`src/rtl/spi_master_sched.sv`:
```
// Round-robin arbiter in front of a single 8-bit SPI master engine.
// Each grant runs one full-duplex byte to the granted requester's slave, then the pointer advances.
//
// state | meaning
// IDLE  | CS all high, waiting for any req
// SETUP | CS low, SCLK at CPOL for CLK_DIV cycles
// SHIFT | 16 SCLK edges, one every CLK_DIV cycles
// HOLD  | SCLK back at CPOL, CS still low for CLK_DIV cycles
// DONE  | CS released, done_pulse, rx_data updated
module spi_master_sched #(
  parameter logic [1:0] MODE    = 2'd3,
  parameter int         CLK_DIV = 4,
  parameter int         NREQ    = 4
) (
  input  logic                clk,
  input  logic                rst,
  input  logic [NREQ-1:0]     req,
  input  logic [8*NREQ-1:0]   tx_data,
  output logic [NREQ-1:0]     gnt,
  output logic                busy,
  output logic                done_pulse,
  output logic [7:0]          rx_data,
  output logic                SCLK,
  output logic                MOSI,
  input  logic                MISO,
  output logic [NREQ-1:0]     CS
);

  localparam logic CPOL = MODE[1];
  localparam logic CPHA = MODE[0];
  localparam int DW = $clog2(CLK_DIV + 1);
  localparam int IW = $clog2(NREQ);
  localparam logic [DW-1:0] DIV_LOAD = DW'(CLK_DIV - 1);
  localparam logic [IW-1:0] LAST_IDX = IW'(NREQ - 1);

  typedef enum logic [2:0] {IDLE, SETUP, SHIFT, HOLD, DONE} state_t;

  state_t          state;
  logic [DW-1:0]   div_cnt;
  logic [4:0]      edge_cnt;
  logic [4:0]      edge_nxt;
  logic [IW-1:0]   rr_ptr;
  logic [IW-1:0]   gnt_idx;
  logic [IW-1:0]   pick_idx;
  logic [IW-1:0]   cand;
  logic            pick_valid;
  logic [NREQ-1:0] pick_oh;
  logic [7:0]      pick_byte;
  logic [7:0]      tx_sr;
  logic [7:0]      rx_sr;
  logic            leading;
  logic            drive_edge;
  logic            sample_edge;

  // Walk downward so the requester closest above the pointer is the last (winning) hit.
  always_comb begin
    pick_valid = 1'b0;
    pick_idx   = '0;
    cand       = '0;
    for (int i = NREQ - 1; i >= 0; i--) begin
      cand = IW'((int'(rr_ptr) + i) % NREQ);
      if (req[cand]) begin
        pick_valid = 1'b1;
        pick_idx   = cand;
      end
    end
    pick_oh   = NREQ'(1) << pick_idx;
    pick_byte = '0;
    for (int i = 0; i < NREQ; i++) begin
      if (pick_idx == IW'(i)) pick_byte = tx_data[8*i +: 8];
    end
  end

  always_comb begin
    edge_nxt    = edge_cnt + 5'd1;
    leading     = edge_nxt[0];
    // CPHA=0 keeps bit0 on the line after the last trailing edge.
    drive_edge  = CPHA ? leading : (!leading && edge_nxt != 5'd16);
    sample_edge = CPHA ? !leading : leading;
  end

  always_ff @(posedge clk or posedge rst) begin
    if (rst) begin
      state      <= IDLE;
      div_cnt    <= '0;
      edge_cnt   <= '0;
      rr_ptr     <= '0;
      gnt_idx    <= '0;
      tx_sr      <= '0;
      rx_sr      <= '0;
      gnt        <= '0;
      busy       <= 1'b0;
      done_pulse <= 1'b0;
      rx_data    <= '0;
      SCLK       <= CPOL;
      MOSI       <= 1'b0;
      CS         <= '1;
    end else begin
      done_pulse <= 1'b0;
      case (state)
        IDLE: begin
          if (pick_valid) begin
            state    <= SETUP;
            gnt      <= pick_oh;
            CS       <= ~pick_oh;
            busy     <= 1'b1;
            gnt_idx  <= pick_idx;
            div_cnt  <= DIV_LOAD;
            edge_cnt <= '0;
            rx_sr    <= '0;
            if (CPHA) begin
              tx_sr <= pick_byte;
              MOSI  <= 1'b0;
            end else begin
              tx_sr <= {pick_byte[6:0], 1'b0};
              MOSI  <= pick_byte[7];
            end
          end
        end
        SETUP: begin
          if (div_cnt == '0) begin
            state   <= SHIFT;
            div_cnt <= DIV_LOAD;
          end else begin
            div_cnt <= div_cnt - DW'(1);
          end
        end
        SHIFT: begin
          if (div_cnt == '0) begin
            div_cnt  <= DIV_LOAD;
            SCLK     <= ~SCLK;
            edge_cnt <= edge_nxt;
            if (drive_edge) begin
              MOSI  <= tx_sr[7];
              tx_sr <= {tx_sr[6:0], 1'b0};
            end
            if (sample_edge) rx_sr <= {rx_sr[6:0], MISO};
            if (edge_nxt == 5'd16) state <= HOLD;
          end else begin
            div_cnt <= div_cnt - DW'(1);
          end
        end
        HOLD: begin
          if (div_cnt == '0) begin
            state      <= DONE;
            CS         <= '1;
            gnt        <= '0;
            done_pulse <= 1'b1;
            rx_data    <= rx_sr;
            rr_ptr     <= (gnt_idx == LAST_IDX) ? '0 : gnt_idx + IW'(1);
          end else begin
            div_cnt <= div_cnt - DW'(1);
          end
        end
        DONE: begin
          state <= IDLE;
          busy  <= 1'b0;
        end
        default: state <= IDLE;
      endcase
    end
  end

endmodule

```
`config.mk`:
```
export PLATFORM = sky130hd
export DESIGN_NAME = spi_master_sched
export DESIGN_NICKNAME = d
export VERILOG_FILES = /design/src/rtl/spi_master_sched.sv
export SDC_FILE = /design/constraint.sdc
export NUM_CORES = 1
export LEC_CHECK = 0
export BUFFER_PORTS_ARGS = -buffer_cell sky130_fd_sc_hd__clkbuf_2
export CORE_ASPECT_RATIO = 0.5
export CORE_MARGIN = 1.5
export CORE_UTILIZATION = 50
export DETAILED_ROUTE_END_ITERATION = 16
export GPL_TIMING_DRIVEN = 0
export PLACE_DENSITY_LB_ADDON = 0.08
export SLEW_MARGIN = 10
export SYNTH_ARGS = -nofsm -noshare
export SYNTH_HDL_FRONTEND = slang
export SYNTH_SLANG_ARGS = --single-unit
export TNS_END_PERCENT = 10
```
`constraint.sdc`:
```
create_clock -name clk -period 3.1 [get_ports clk]
set_clock_uncertainty 0.1 [all_clocks]
set_input_delay 0.31 -clock clk [delete_from_list [all_inputs] [get_ports clk]]
set_output_delay 0.31 -clock clk [all_outputs]
set_load 0.02 [all_outputs]
```
== Yosys cells after proc, flatten, opt, wreduce, memory -nomap -nowiden ==
Cells that the tools add are included.

* Memory bits (read-only): 0
* Register bits after elaboration: 51
* Input port bits: 39
* Bits in latches: 0
* Word-level logic and storage cells: 118
* Memories kept: 0
* Bits in writable memories: 0

* Shift operators: 1
* Equal/unequal tests: 17
* Multiply operators: 0
* Bitwise logic cells: 2
* Magnitude comparators: 4
* Muxes and demuxes: 56
* Divide/modulo/power cells: 0
* Add/sub/neg operators: 6
* Reduce and logical (&&, ||, !) cells: 18

{| class="wikitable"
|+ Operators with widths
! kind !! number
|-
| 8-bit two-way mux || 10
|-
| 8-bit case mux with 2 select lines || 2
|-
| 3-bit two-way mux || 8
|-
| 4-bit two-way mux || 4
|-
| 2-bit inequality test, second input constant || 8
|-
| 4-bit case mux with 2 select lines || 2
|-
| 1-bit two-way mux || 14
|-
| 2-bit by 3-bit less-than comparator with 1-bit output, second input constant || 4
|-
| 3-bit case mux with 4 select lines || 1
|-
| 2-bit two-way mux || 5
|-
| 5-bit two-way mux || 2
|-
| 5-bit case mux with 2 select lines || 1
|-
| 3-bit case mux with 3 select lines || 1
|-
| 3-bit AND reduction || 3
|-
| 1-bit binary-select mux with 2-bit select || 4
|-
| 2-bit AND reduction || 4
|-
| 4-bit AND reduction || 2
|-
| 2-bit == test, second input constant || 3
|-
| 3-bit by 2-bit == test with 1-bit output, second input constant || 2
|-
| 3-bit logical NOT || 2
|-
| 2-bit nonzero test || 3
|-
| 5-bit by 1-bit adder with 5-bit output, second input constant || 1
|-
| 5-bit == test, second input constant || 1
|-
| 5-bit AND reduction || 1
|-
| 13 further kinds || 16
|}

== Logic depth before layout (Yosys ltp) ==
Gate-level depths: netlist of the first run.

* Word-level depth: 14
* Mapped depth: 9
* Mapped depth without buffers: 7

== Worst setup path after synthesis of the first run ==
No wires, ideal clock.

* Path kind: flip-flop to flip-flop
* From: reg div_cnt[0]
* To: reg rr_ptr[1]
* Arrival time: 1.940 ns
* Path buffers: 3
* Path slack: 0.935 ns
* Stages on the path, launching flop included: 9
* Cells stage by stage: dfrtp_1 > inv_1 > ha_1 > nor2b_1 > clkbuf_1 > and4_1 > clkbuf_1 > buf_2 > mux2_2

* Longest elaborated chain between the ends: 2

{| class="wikitable"
|+ RTL lines
! element !! RTL line !! text
|-
| start: declaration || 39 || <nowiki>logic [DW-1:0] div_cnt;</nowiki>
|-
| start signal: assignment || 125 || <nowiki>div_cnt <= div_cnt - DW'(1);</nowiki>
|-
| start signal: assignment || 140 || <nowiki>div_cnt <= div_cnt - DW'(1);</nowiki>
|-
| start signal: assignment || 152 || <nowiki>div_cnt <= div_cnt - DW'(1);</nowiki>
|-
| 3-bit logical NOT || 144 || <nowiki>if (div_cnt == '0) begin</nowiki>
|-
| 2-bit AND reduction (no line) || n/a ||
|-
| end signal: assignment || 150 || <nowiki>rr_ptr <= (gnt_idx == LAST_IDX) ? '0 : gnt_idx + IW'(1);</nowiki>
|-
| end: declaration || 42 || <nowiki>logic [IW-1:0] rr_ptr;</nowiki>
|}

Every way passes these cells.
A chain may end at the register's enable or synchronous reset.

== Final worst setup path of the first run ==
* From: reg div_cnt[0]
* To: reg rx_data[2]

* Longest elaborated chain between the ends: 2

{| class="wikitable"
|+ RTL lines
! element !! RTL line !! text
|-
| 3-bit logical NOT || 144 ||
|-
| 2-bit AND reduction (no line) || n/a ||
|-
| end signal: assignment || 149 || <nowiki>rx_data <= rx_sr;</nowiki>
|-
| end: declaration || 22 || <nowiki>output logic [7:0] rx_data,</nowiki>
|}

Every way passes these cells.

==> flow_summary.ini, run 1 <==
[status]
run_status = complete, no violations

[critical_path]
critPathRequiredTime_ns = 3.21
worst-r2r-setup-slack_ns = 0.58
critical_path_peak_fanout = 10
crit_type = reg2reg
critical-path-slowest-cell = dfrtp_1
cp_data_arrival_time_ns = 2.63
critical_path.endpoint_type = flop
setup.worst_path.start_class = flop
crit_path_max_incr_delay_ns = 0.40
critPathMostFrequentCell = clkbuf_1
crit_chain = inv_1, ha_1, nor2b_1, clkbuf_1, and4_1, clkbuf_1, buf_2, mux2_2

[floorplan]
fp.dieArea_sq_um = 5699
boundary_pin_count = 59
coreArea_sq_um = 4977
floorplan.die.height_microns = 54.14
std_cell_rows = 18
die_w_microns = 105.3
initial_utilization = 0.5254

[grt]
grt_use_total = 0.2322
gr-total-overflow = 0
grt_pass1_vias = 2119
grt_pass1_wl_microns = 10030
pin_count_of_the_biggest_net_entering_global_routing = 34
number_of_antenna_violations_at_the_first_check_in_global_routing = 0

[synthesis]
ys_types = 49
synthCells = 260
synth-edff-count = 0
synth-seq-cells = 51
synth_async_sr_flop_share = 1.000
syn-num-nets = 303
post_synth.cell_area_avg_sq_um = 10.06
yosysWarningCount = 0
part_of_the_yosys_area_used_for_sequential_elements = 0.4904
syn-cell-area_sq_um = 2615
yosys_most_used_dff = dfrtp_1

[clock_tree]
cts_buffers = 5
postCtsHoldBufs = 1
cts_max_path_buffers = 2
cts_clk_pin_slew_worst_paths_ns = 0.10
htree_num_levels = 2
cts-resized-gates = 0
clkLatencyLatePin_ns = 0.32
cts-root-buf = clkbuf_8
post-cts-setup-buffer-count = 0
cts_tree = done
clock-sinks = 51

[drt]
detail_route.iter0.violations = 83
antenna_violating_nets_post_route = 0
wire_per_inst_microns = 15.04
wl_microns = 5972
vias = 2247
drc = 0
viasPerCell = 5.660
detailedRoute.firstPassIterationCount = 5

[sta]
timing_worst_slew_pin_value_ns = 0.7239
slew-limit-headroom = 0.5145
period_share = 0.8144
fin_tns_setup_ns = 0
timing.final.ws_setup_ns = 0.5753
period_needed_ns = 2.525
slew_violations = 0
final-hold-violation-count = 0
timing.final.setup_violations = 0
rsz0062_at_grt = false
clock.fmax_mhz = 396.1

[job]
cap_viol_max_count = 0

[placement]
placement.setup.worst_slack_ns = 0.5821
detailed_place.area_sq_um = 3008
io_buffer_count = 57
place.gp.congestion = 0.8921
hpwl_microns = 4503

[min_path]
hold_class = in2reg

[cells_and_area]
layout.nets = 369
area_delta_synth_final_pct = 19.14
layout.cells.most_common_list = clkbuf_2 (58), dfrtp_1 (46), o21ai_0 (24)
antenna_cells_inserted = 0
layout.filler_cells = 462
postLayoutCellArea_sq_um = 3115
layout.cells.most_common = clkbuf_2
final_layout_size_suffix_gt1_frac = 0.2966

[pwr]
power.leakage_nw = 1.493
power_density_nw_per_um2 = 773.4
power_mw = 2.409
worst_ir_drop_vdd_mv = 0.3508
-- cells in the mapped netlist, types with 2 or more instances --
cell	n	share of area
o31ai_1	2	0.0057
and4_1	2	0.0067
dfstp_2	5	0.050
nand3_1	12	0.023
buf_6	2	0.0086
nor2b_1	6	0.014
o21bai_1	7	0.020
nand2_1	11	0.016
buf_2	5	0.0096
buf_1	2	0.0029
nand4_1	2	0.0048
dfrtp_1	46	0.44
inv_1	12	0.017
a22o_1	11	0.037
mux2_2	10	0.043
clkbuf_1	5	0.0072
nor2_1	17	0.024
nor3_1	3	0.0057
a31oi_1	7	0.017
o21ai_0	24	0.046
a211oi_1	3	0.0086
ha_1	4	0.019
o221ai_1	3	0.010
nor4_1	7	0.017
a21o_1	9	0.026
and3_1	4	0.0096
a21oi_1	17	0.033
-- power breakdown --
part,switching [mW],internal [mW],total (mW)
Combinational,0.626,0.404,1.03
Clock,0.241,0.167,0.409
Sequential,0.107,0.864,0.971
Total,0.975,1.43,2.41
-- per-layer routing --
metal	vias up	wire length (microns)	global-route usage	share of wire
li1	1098	-	-	-
met1	1097	2818	0.3002	0.47
met2	42	2757	0.3922	0.46
met3	10	319	0.06053	0.053
met4	0	76	0.07534	0.013
met5	-	0	0	0
-- cell families after synthesis --
logic type                 count (synthesis)  share of synthesized area
and+or+nand+nor                           70                     0.1383
DFF                                       51                     0.4904
buffers and inverters                     28                    0.05024
AOI/OAI and AO/OA                         95                     0.2522
adders and majority gates                  4                    0.01914
xor gates and xnor gates                   2                   0.006700
muxes                                     10                    0.04306
-- flip-flops by register name, indices dropped and copies added, names as in the netlist --
register	cells
busy	1
tx_sr	8
SCLK	1
gnt_idx	2
rx_sr	8
div_cnt	3
gnt	4
rr_ptr	2
edge_cnt	5
rx_data	8
MOSI	1
CS	4
done_pulse	1
state	3
-- area by class of cell --
class | instances | area, sq um | share of cell area
Clock buffer | 5 | 68.82 | 0.02209
Tap cell | 70 | 87.58 | 0.02811
Sequential cell | 51 | 1282 | 0.4116
Buffer | 16 | 86.33 | 0.02771
Clock inverter | 3 | 28.78 | 0.009237
Multi-Input combinational cell | 181 | 1201 | 0.3855
Inverter | 12 | 45.04 | 0.01446
Timing Repair Buffer | 59 | 315.3 | 0.1012
-- stage by stage --
step                hold slack [ns]    util  instances
finish                       0.1183  0.6259        397
global route                 0.1290  0.6259        397
CTS                          0.1113  0.6259        397
detailed placement           0.2076  0.6043        388
global placement             0.3540  0.6003        387
floorplan                    0.3396       -        260
-- critical path, delay by kind of cell (launching register included) --
kind | cells | cell delay (ns)
adder cells (fa/ha/maj) | 1 | 0.14
flip-flops | 1 | 0.40
AND/OR/NAND/NOR | 2 | 0.37
buffers and inverters | 4 | 1.04
multiplexers | 1 | 0.36
-- final timing paths --
kind | to | cells after the start | startpoint
hold / removal | rx_sr[0]$_DFFE_PP0P_ | 2 | MISO
min in group asynchronous | rx_data[5]$_DFFE_PP0P_ | 3 | rst
setup / recovery | rx_data[2]$_DFFE_PP0P_ | 8 | div_cnt[0]$_DFFE_PP0P_
max in group asynchronous | SCLK$_DFFE_PP1P_ | 4 | rst
hold reg to reg | div_cnt[0]$_DFFE_PP0P_ | 1 | div_cnt[0]$_DFFE_PP0P_
setup reg to reg | rx_data[2]$_DFFE_PP0P_ | 8 | div_cnt[0]$_DFFE_PP0P_
No activity file was read; power rests on OpenSTA's default activity.
==> run 2, diff against run 1 <==
Settings changed: ABC_AREA set to 1.
Clock period 3.1 ns to 2.4 ns, I/O delays scaled along.
==> flow_summary.ini, run 2 <==
[synthesis]
syn-cell-area_sq_um = 2729
yosysMostFrequentCell = nand2_1
ys_types = 34
synthCells = 339
yosysWarningCount = 0
yosys_most_used_dff = dfrtp_1
syn-num-nets = 382
yosysTopAreaCellShare = 0.4218
part_of_the_yosys_area_used_for_sequential_elements = 0.4700
synth_async_sr_flop_share = 1.000
synth-seq-cells = 51
netlist.top_cell.by_area = dfrtp_1
ys_top_cells_by_area = dfrtp_1 (42%), nand2_1 (13%), nand3_1 (6.6%), inv_1 (5.0%), dfstp_2 (4.8%)
post_synth.cell_area_avg_sq_um = 8.050
synth-edff-count = 0
ys_top_cells_by_count = nand2_1 (93), dfrtp_1 (46), inv_1 (36), nand3_1 (36), nor2_1 (19)

[cells_and_area]
final_layout_size_suffix_gt1_frac = 0.2457
finish.cell_count_without_fillers = 477
largestRegisters = rx_data (8), rx_sr (8), tx_sr (8)
postLayoutCellArea_sq_um = 3241
antenna_cells_inserted = 0
layout.cells.most_common = nand2_1
layout.nets = 449
layout.cells.most_common_list = nand2_1 (93), clkbuf_2 (58), dfrtp_1 (46)
layout.filler_cells = 476
area_delta_synth_final_pct = 18.75

[sta]
timing_worst_slew_pin_value_ns = 0.4827
final-hold-violation-count = 0
slew_violations = 0
fin_tns_setup_ns = 0
finalHoldWorstSlack_ns = 0.08303
timing.final.setup_violations = 0
period_needed_ns = 2.150
slew-limit-headroom = 0.6782
rsz0062_at_grt = false
clock.fmax_mhz = 465.0
period_share = 0.8960

[pwr]
power.leakage_nw = 1.687
power_mw = 1.555
power_density_nw_per_um2 = 479.8
worst_ir_drop_vdd_mv = 0.2238

[min_path]
whs_path_depth = 3
hold_class = in2reg

[clock_tree]
htree_num_levels = 2
cts_buffers = 5
cts_tree = done
clkLatencyLatePin_ns = 0.30
cts_clk_pin_slew_worst_paths_ns = 0.09
cts-resized-gates = 0
clock-sinks = 51
cts_max_path_buffers = 2
cts-root-buf = clkbuf_8

[floorplan]
coreArea_sq_um = 5090
floorplan.die.height_microns = 55.24
die_w_microns = 107.5
initial_utilization = 0.5361
std_cell_rows = 18
fp.dieArea_sq_um = 5937
boundary_pin_count = 59

[critical_path]
r2r_cells = 8
cp.depth = 8
crit_type = reg2reg
critical-path-slowest-cell = dfrtp_1
timing.critical_path.max_delay_family = simple AND/OR/NAND/NOR gates
critical_path_peak_fanout = 9
worst-path-buf-inv = 2
crit_path_max_incr_delay_ns = 0.43
setup.worst_path.start_class = flop
cp_data_arrival_time_ns = 2.22
critPathRequiredTime_ns = 2.47
crit_chain = nor2_1, inv_1, nor2_1, nand3_1, nand2_4, inv_1, nor2_2, o22ai_1
critical_path.endpoint_type = flop

[grt]
pin_count_of_the_biggest_net_entering_global_routing = 34
grt_pass1_wl_microns = 10450
gr-total-overflow = 0
number_of_antenna_violations_at_the_first_check_in_global_routing = 0
grt_pass1_vias = 2307
grt_use_total = 0.2237

[placement]
hpwl_microns = 4788
io_buffer_count = 58
place.gp.congestion = 0.8668
place_inst = 468
detailed_place.area_sq_um = 3127

[drt]
wire_per_inst_microns = 13.37
viasPerCell = 5.327
detailedRoute.firstPassIterationCount = 4
wl_microns = 6376
drc = 0
highest_layer = met4
vias = 2541
met2RoutedLength_microns = 2798
detail_route.iter0.violations = 186
detailroute.wirelength.met3_microns = 430
route.layer.met1.wl_microns = 3076
antenna_violating_nets_post_route = 0

[status]
run_status = complete, no violations

[job]
cap_viol_max_count = 0
## run 2: changes by cell type after synthesis, sizes merged, moves of 11 or more
cell   delta
nand2    +92
nand3    +24
nand4    +11
a22o     -11
a21oi    -14
inv      +29
## run 2: worst paths after layout
path / from / slack (ns) / end
setup / recovery: state[2]$_DFFE_PP0P_ / 0.25 / rx_sr[7]$_DFFE_PP0P_
hold / removal: MISO / 0.08 / rx_sr[0]$_DFFE_PP0P_
setup reg to reg: state[2]$_DFFE_PP0P_ / 0.25 / rx_sr[7]$_DFFE_PP0P_
hold reg to reg: CS[2]$_DFFE_PP1P_ / 0.38 / CS[2]$_DFFE_PP1P_
max in group asynchronous: rst / 1.25 / CS[2]$_DFFE_PP1P_
min in group asynchronous: rst / 0.37 / rx_data[5]$_DFFE_PP0P_
## run 2: report_power, final
group          switching, mW  total [mW]  leakage [nW]  internal (mW)
sequential           0.00102       0.864         0.649          0.863
clock                  0.284       0.546        0.0505          0.263
combinational         0.0874       0.144         0.988         0.0570
## run 2: kinds of logic after synthesis
group / share of synthesized area
adders and majority gates: 0.01834
xor gates and xnor gates: 0.01605
and+or+nand+nor: 0.2834
DFF: 0.4700
AOI/OAI and AO/OA: 0.1247
buffers and inverters: 0.08757
## run 2: final cells by class
class | instances | area [sq um] | share of cell area
Timing Repair Buffer | 60 | 320.3 | 0.09884
Multi-Input combinational cell | 236 | 1207 | 0.3726
Sequential cell | 51 | 1282 | 0.3958
Clock buffer | 7 | 96.34 | 0.02973
Inverter | 41 | 156.4 | 0.04826
Buffer | 11 | 82.58 | 0.02548
Tap cell | 70 | 87.58 | 0.02703
Clock inverter | 1 | 7.507 | 0.002317
## run 2: metrics by stage
step	setup WS, ns	utilization
6_report	0.2497	0.6367
4_1_cts	0.2644	0.6367
3_5_place_dp	0.2793	0.6143
3_3_place_gp	0.2915	0.6104
2_1_floorplan	0.5900	-
5_1_grt	0.04791	0.6367
## run 2: repair_timing
| action | 4_1_cts | 5_1_grt |
|---|---|---|
| hold buffers | 1 | 0 |
| hold endpoints to repair | 17 | 0 |
| setup buffers | 0 | 0 |
## run 2: worst register-to-register path: stages (launching register included)
cell     delay, ns
dfrtp_1       0.43
nor2_1        0.13
inv_1         0.07
nor2_1        0.30
nand3_1       0.27
nand2_4       0.20
inv_1         0.11
nor2_2        0.30
o22ai_1       0.11
## run 2: layer usage
metal	up-vias	track usage
met1	1176	0.3326
li1	1255	-
met3	9	0.03778
met4	0	0.06955
met2	101	0.3348
met5	-	0
